[config.mk]
export PLATFORM = sky130hd
export DESIGN_NAME = sdram_port_arbiter
export DESIGN_NICKNAME = d
export VERILOG_FILES = /design/src/rtl/sdram_arb_pkg.sv /design/src/rtl/wr_queue.sv /design/src/rtl/sdram_port_arbiter.sv
export SDC_FILE = /design/constraint.sdc
export NUM_CORES = 1
export LEC_CHECK = 0
export CORE_MARGIN = 3
export CORE_UTILIZATION = 30
export DETAILED_ROUTE_END_ITERATION = 12
export SYNTH_ARGS = -nofsm -noshare
export SYNTH_HDL_FRONTEND = slang
export SYNTH_HIERARCHICAL = 1
export SYNTH_SLANG_ARGS = --single-unit
[constraint.sdc]
create_clock -name clk_logic -period 4.2 [get_ports clk_logic]
set_input_delay 0.63 -clock clk_logic [delete_from_list [all_inputs] [get_ports clk_logic]]
set_output_delay 0.63 -clock clk_logic [all_outputs]
set_load 0.02 [all_outputs]
[src/rtl/sdram_arb_pkg.sv]
// Shared types for the SDRAM client-port arbiter.
// Queue entries carry a fixed 32-bit address field; the top narrows it.
package sdram_arb_pkg;

    localparam int DEFAULT_WQ_DEPTH = 4;
    localparam int ENT_AW = 32;

    typedef enum logic [1:0] {
        IDLE,
        CMD_RD,
        WAIT_RD,
        CMD_WR
    } arb_state_t;

    typedef struct packed {
        logic [ENT_AW-1:0] addr;
        logic [31:0]       data;
        logic [3:0]        byte_en;
    } wq_entry_t;

endpackage

[src/rtl/wr_queue.sv]
// Circular write FIFO with a parallel address compare over valid entries.
// A push while full succeeds only if a pop happens in the same cycle.
module wr_queue
    import sdram_arb_pkg::*;
#(
    parameter int DEPTH = DEFAULT_WQ_DEPTH
) (
    input  logic              clk_i,
    input  logic              rst_ni,
    input  logic              push_i,
    input  wq_entry_t         push_data_i,
    input  logic              pop_i,
    input  logic [ENT_AW-1:0] match_addr_i,
    output wq_entry_t         head_o,
    output logic              empty_o,
    output logic              full_o,
    output logic              match_o,
    output logic              drop_o
);

    localparam int PW = $clog2(DEPTH);
    localparam int CW = PW + 1;

    wq_entry_t         mem_q [DEPTH];
    logic [PW-1:0]     wr_ptr_q, wr_ptr_d;
    logic [PW-1:0]     rd_ptr_q, rd_ptr_d;
    logic [CW-1:0]     cnt_q, cnt_d;
    logic [PW-1:0]     off;
    logic              do_push, do_pop;

    assign empty_o = (cnt_q == '0);
    assign full_o  = (cnt_q == CW'(DEPTH));
    assign do_pop  = pop_i && !empty_o;
    assign do_push = push_i && (!full_o || do_pop);
    assign drop_o  = push_i && !do_push;
    assign head_o  = mem_q[rd_ptr_q];

    always_comb begin
        wr_ptr_d = wr_ptr_q;
        rd_ptr_d = rd_ptr_q;
        cnt_d    = cnt_q;
        if (do_push) begin
            wr_ptr_d = wr_ptr_q + PW'(1);
        end
        if (do_pop) begin
            rd_ptr_d = rd_ptr_q + PW'(1);
        end
        case ({do_push, do_pop})
            2'b10:   cnt_d = cnt_q + CW'(1);
            2'b01:   cnt_d = cnt_q - CW'(1);
            default: cnt_d = cnt_q;
        endcase
    end

    // Entry i is live when its distance from the head is below the count.
    always_comb begin
        match_o = 1'b0;
        off     = '0;
        for (int i = 0; i < DEPTH; i++) begin
            off = PW'(i) - rd_ptr_q;
            if (({1'b0, off} < cnt_q) &&
                (mem_q[i].addr == match_addr_i)) begin
                match_o = 1'b1;
            end
        end
    end

    always_ff @(posedge clk_i or negedge rst_ni) begin
        if (!rst_ni) begin
            wr_ptr_q <= '0;
            rd_ptr_q <= '0;
            cnt_q    <= '0;
        end else begin
            wr_ptr_q <= wr_ptr_d;
            rd_ptr_q <= rd_ptr_d;
            cnt_q    <= cnt_d;
        end
    end

    always_ff @(posedge clk_i) begin
        if (do_push) begin
            mem_q[wr_ptr_q] <= push_data_i;
        end
    end

endmodule

[src/rtl/sdram_port_arbiter.sv]
// Shares one SDRAM client port between queued shadow writes and video reads.
// Reads win unless the write queue is starved, full, or holds the read address.
module sdram_port_arbiter
    import sdram_arb_pkg::*;
#(
    parameter int WQ_DEPTH      = DEFAULT_WQ_DEPTH,
    parameter int MAX_RD_STREAK = 3,
    parameter int ADDR_WIDTH    = 21
) (
    input  logic                  clk_logic,
    input  logic                  system_reset_n,
    input  logic                  wr_req_i,
    input  logic [ADDR_WIDTH-1:0] wr_addr_i,
    input  logic [31:0]           wr_data_i,
    input  logic [3:0]            wr_byte_en_i,
    output logic                  wq_full_o,
    output logic                  wq_overflow_o,
    input  logic                  rd_req_i,
    input  logic [ADDR_WIDTH-1:0] rd_addr_i,
    output logic [31:0]           rd_data_o,
    output logic                  rd_valid_o,
    output logic                  rd_busy_o,
    output logic                  sdram_rd_o,
    output logic                  sdram_wr_o,
    output logic [ADDR_WIDTH-1:0] sdram_addr_o,
    output logic [31:0]           sdram_data_o,
    output logic [3:0]            sdram_byte_en_o,
    input  logic                  sdram_ready_i,
    input  logic [31:0]           sdram_q_i,
    input  logic                  sdram_q_valid_i
);

    localparam int SW = $clog2(MAX_RD_STREAK + 2);
    localparam logic [SW-1:0] STREAK_MAX = SW'(MAX_RD_STREAK);

    arb_state_t            state_q, state_d;
    logic [SW-1:0]         streak_q, streak_d;
    logic                  pend_q, pend_d;
    logic [ADDR_WIDTH-1:0] raddr_q, raddr_d;
    logic [31:0]           rdata_q, rdata_d;
    logic                  rvalid_q, rvalid_d;
    logic                  ovf_q, ovf_d;

    wq_entry_t             push_ent;
    wq_entry_t             head;
    logic [ENT_AW-1:0]     match_addr;
    logic                  wq_empty, wq_full, wq_match, wq_drop;
    logic                  wq_pop, hazard, rd_blocked;
    logic                  unused_head_addr;

    assign push_ent.addr    = ENT_AW'(wr_addr_i);
    assign push_ent.data    = wr_data_i;
    assign push_ent.byte_en = wr_byte_en_i;
    assign match_addr       = ENT_AW'(raddr_q);
    assign wq_pop           = (state_q == CMD_WR) && sdram_ready_i;
    assign unused_head_addr = ^head.addr;

    wr_queue #(
        .DEPTH(WQ_DEPTH)
    ) u_wr_queue (
        .clk_i       (clk_logic),
        .rst_ni      (system_reset_n),
        .push_i      (wr_req_i),
        .push_data_i (push_ent),
        .pop_i       (wq_pop),
        .match_addr_i(match_addr),
        .head_o      (head),
        .empty_o     (wq_empty),
        .full_o      (wq_full),
        .match_o     (wq_match),
        .drop_o      (wq_drop)
    );

    // A read waiting on a queued write to the same word must let it drain.
    assign hazard     = pend_q && wq_match;
    assign rd_blocked = (!wq_empty && (streak_q == STREAK_MAX))
                      || hazard || wq_full;

    always_comb begin
        state_d  = state_q;
        streak_d = streak_q;
        pend_d   = pend_q;
        raddr_d  = raddr_q;
        rdata_d  = rdata_q;
        rvalid_d = 1'b0;
        ovf_d    = ovf_q | wq_drop;

        if (rd_req_i && !pend_q) begin
            pend_d  = 1'b1;
            raddr_d = rd_addr_i;
        end

        unique case (state_q)
            IDLE: begin
                if (pend_q && !rd_blocked) begin
                    state_d = CMD_RD;
                end else if (!wq_empty) begin
                    state_d = CMD_WR;
                end
            end
            CMD_RD: begin
                if (sdram_ready_i) begin
                    state_d = WAIT_RD;
                    if (!wq_empty && (streak_q != STREAK_MAX)) begin
                        streak_d = streak_q + SW'(1);
                    end
                end
            end
            WAIT_RD: begin
                if (sdram_q_valid_i) begin
                    rdata_d  = sdram_q_i;
                    rvalid_d = 1'b1;
                    pend_d   = 1'b0;
                    state_d  = IDLE;
                end
            end
            CMD_WR: begin
                if (sdram_ready_i) begin
                    streak_d = '0;
                    state_d  = IDLE;
                end
            end
            default: state_d = IDLE;
        endcase

        if (wq_empty) begin
            streak_d = '0;
        end
    end

    always_ff @(posedge clk_logic or negedge system_reset_n) begin
        if (!system_reset_n) begin
            state_q  <= IDLE;
            streak_q <= '0;
            pend_q   <= 1'b0;
            raddr_q  <= '0;
            rdata_q  <= '0;
            rvalid_q <= 1'b0;
            ovf_q    <= 1'b0;
        end else begin
            state_q  <= state_d;
            streak_q <= streak_d;
            pend_q   <= pend_d;
            raddr_q  <= raddr_d;
            rdata_q  <= rdata_d;
            rvalid_q <= rvalid_d;
            ovf_q    <= ovf_d;
        end
    end

    // Commands are a pure function of state, so they hold until accepted.
    always_comb begin
        sdram_rd_o      = 1'b0;
        sdram_wr_o      = 1'b0;
        sdram_addr_o    = '0;
        sdram_data_o    = '0;
        sdram_byte_en_o = '0;
        unique case (state_q)
            CMD_RD: begin
                sdram_rd_o   = 1'b1;
                sdram_addr_o = raddr_q;
            end
            CMD_WR: begin
                sdram_wr_o      = 1'b1;
                sdram_addr_o    = ADDR_WIDTH'(head.addr);
                sdram_data_o    = head.data;
                sdram_byte_en_o = head.byte_en;
            end
            default: ;
        endcase
    end

    assign wq_full_o     = wq_full;
    assign wq_overflow_o = ovf_q;
    assign rd_data_o     = rdata_q;
    assign rd_valid_o    = rvalid_q;
    assign rd_busy_o     = pend_q;

endmodule

==> impl_results.md <==
* Status: finished clean
* DR WL/cell at 19.5 microns
* Vias at 8013
* Crit-path max FO at 41
* F_max at 256 MHz
* Final Skew at 0.0220 ns
* Placed cell areas at 17600 sq um
* Critical path, cell by cell: buf_4, mux4_2, and3_1, clkdlybuf4s50_1
* Die X at 225 microns
* Routed Antenna Nets at 0
* Area of the die at 50800 sq um
* Cts bufs inserted at 39
* Total Routed Length at 34700 microns
* Endpoints failing hold at 0
* Final Cycle Share at 93.1%
* Fin util at 40.0%
* Part of the power in registers at 40.2%
* FP Rows at 79
* Hpwl dp at 23200 microns
* Root Buffer: clkbuf_16
* Largest net degree at the start of global routing at 69
* Relative slew slack at 36.2%
* TNS Setup at 0 ns
* Hold Path Class: input pin to asynchronous set/reset pin
* Share of cells above drive strength 1 at 15.9%
* Clk slew on worst S/H paths at 0.06 ns
* Min Hold Slack at 0.239 ns
* Critical path type: flip-flop to output port
* Nets at 1269
* WP buf/inv at 2
* Cell Int Power at 8.70 mW
* Mapped Area at 14400 sq um
* Maxcap violations at 0
* Clk pwr share at 23.3%
* Initial core utilization at 30.7%
* Port Buffers at 210
* # DRC at 0
* WP data required at 3.57 ns
* Max clock buf depth at 3
* # IOs at 211
* Count of final max-slew check failures at 0
* Vias per cell at 4.50
* RSZ-0062 raised after global routing: no
* Post-CTS Setup Bufs at 0
* Total grt overflow at 0
* GRT met1 Usage at 18.3%
* CTS tree: yes
* Worst Tran Pin Value at 0.957 ns
* First-pass GRT wire length at 52100 microns
* Busiest layer in global routing: met2
* Critical path arrival at 3.28 ns
* DR pass1 iterations at 4
* Mean area per synthesized cell at 17.6 sq um
* CP Capture Type: output port
* Initial antenna violation count at 1
* Syn Inst Count at 822
* M2 GR Usage at 22.6%
* Worst setup SP type: flip-flop
* Slowest-stage cell, CP: dfrtp_4
* Gp weighted congestion at 0.760
* Peak supply drop at 0.339 mV
* Comb pwr share at 36.5%
* Psw at 4.53 mW
* Vias in the first global route at 8452
* CTS H-Tree Depth at 2
* DRT iter0 DRCs at 465
* CTS Hold Buffers Added at 0
* Core area at 47100 sq um
* Synth warn at 6
* Crit path max-delay family: flip-flops
* Power Total at 13.2 mW
* Tmin final at 3.91 ns
* Switch share at 34.2%
* Area grow syn2layout at 30.4%
* Cell area after layout at 18800 sq um
* Pwr dens at 704 nW/um^2
* # setup viols final at 0
* Total Routing Usage GR at 13.7%
* Clk_lat worst skew at 0.56 ns
* PostCTS Resize Cnt at 0
* Sink Count at 340
* P_leak at 6.81 nW
* Met3 GRT Util at 2.55%
* CP peak stage delay at 1.00 ns
* Die height at 225 microns
[cell type report]
cell class / instances / area, sq um
timing repair buffer: 232 / 2300
multi-input combinational: 519 / 4670
tap: 607 / 759
sequential: 340 / 9880
inverter: 10 / 37.5
clock buffer: 53 / 1060
antenna: 3 / 7.51
fill: 4350 / 28200
clock inverter: 17 / 92.6
[through the flow]
step | setup slack, ns | std cells
CTS | 0.138 | 1778
detailed placement | 0.750 | 1708
floorplan | 0.874 | 909
global placement | 0.752 | 1708
finish | 0.291 | 1781
global route | 0.0545 | 1778
[power groups by stage]
stage | logic, mW | registers, mW | clock network (mW)
3_5_place_dp | 4.92 | 5.41 | 0
5_1_grt | 5.21 | 5.45 | 3.34
6_report | 4.83 | 5.32 | 3.09
4_1_cts | 4.95 | 5.35 | 3.22
3_3_place_gp | 4.90 | 5.38 | 0
2_1_floorplan | 2.95 | 5.26 | 0
[sequential cells by signal, indices dropped and copies added, names as in the netlist]
register / count
u_wr_queue/cnt_q: 3
rd_data_o: 32
streak_q: 3
state_q: 2
u_wr_queue/mem_q: 272
raddr_q: 21
u_wr_queue/wr_ptr_q: 2
wq_overflow_o: 1
rd_busy_o: 1
u_wr_queue/rd_ptr_q: 2
rd_valid_o: 1
[layer usage]
layer | vias up | wire length, microns
met4 | 0 | 896
li1 | 3709 | -
met2 | 183 | 16700
met5 | - | 0
met3 | 55 | 1670
met1 | 4066 | 15500
[placed cells by master, fill, tap and decap left out, types with 6 or more instances in the layout]
cell type,instances
edfxtp_1,272
nor2_1,27
xnor2_1,37
o21ai_0,6
xor2_1,98
conb_1,88
and3_1,39
ha_1,10
inv_1,10
nand2_1,6
a21oi_1,7
mux2_1,9
clkdlybuf4s50_1,209
nor4_1,28
nand4_1,12
mux2_2,44
buf_4,20
clkbuf_1,12
mux4_2,57
mux2i_1,23
clkinv_1,9
dfrtp_1,65
clkbuf_16,40
[worst paths after layout]
kind                                         from                endpoint  slack, ns  cells past startpoint
max                        u_wr_queue/rd_ptr_q[0]         sdram_data_o[3]       0.29                      4
min                                system_reset_n           rd_data_o[10]       0.24                      1
max reg2reg                u_wr_queue/rd_ptr_q[0]              state_q[1]       1.08                     10
min reg2reg                         wq_overflow_o           wq_overflow_o       0.47                      1
max in group asynchronous          system_reset_n  u_wr_queue/rd_ptr_q[0]       3.24                      1
min in group clk_logic              wq_overflow_o           wq_overflow_o       0.47                      1
Power figures use the tool's default switching activity.
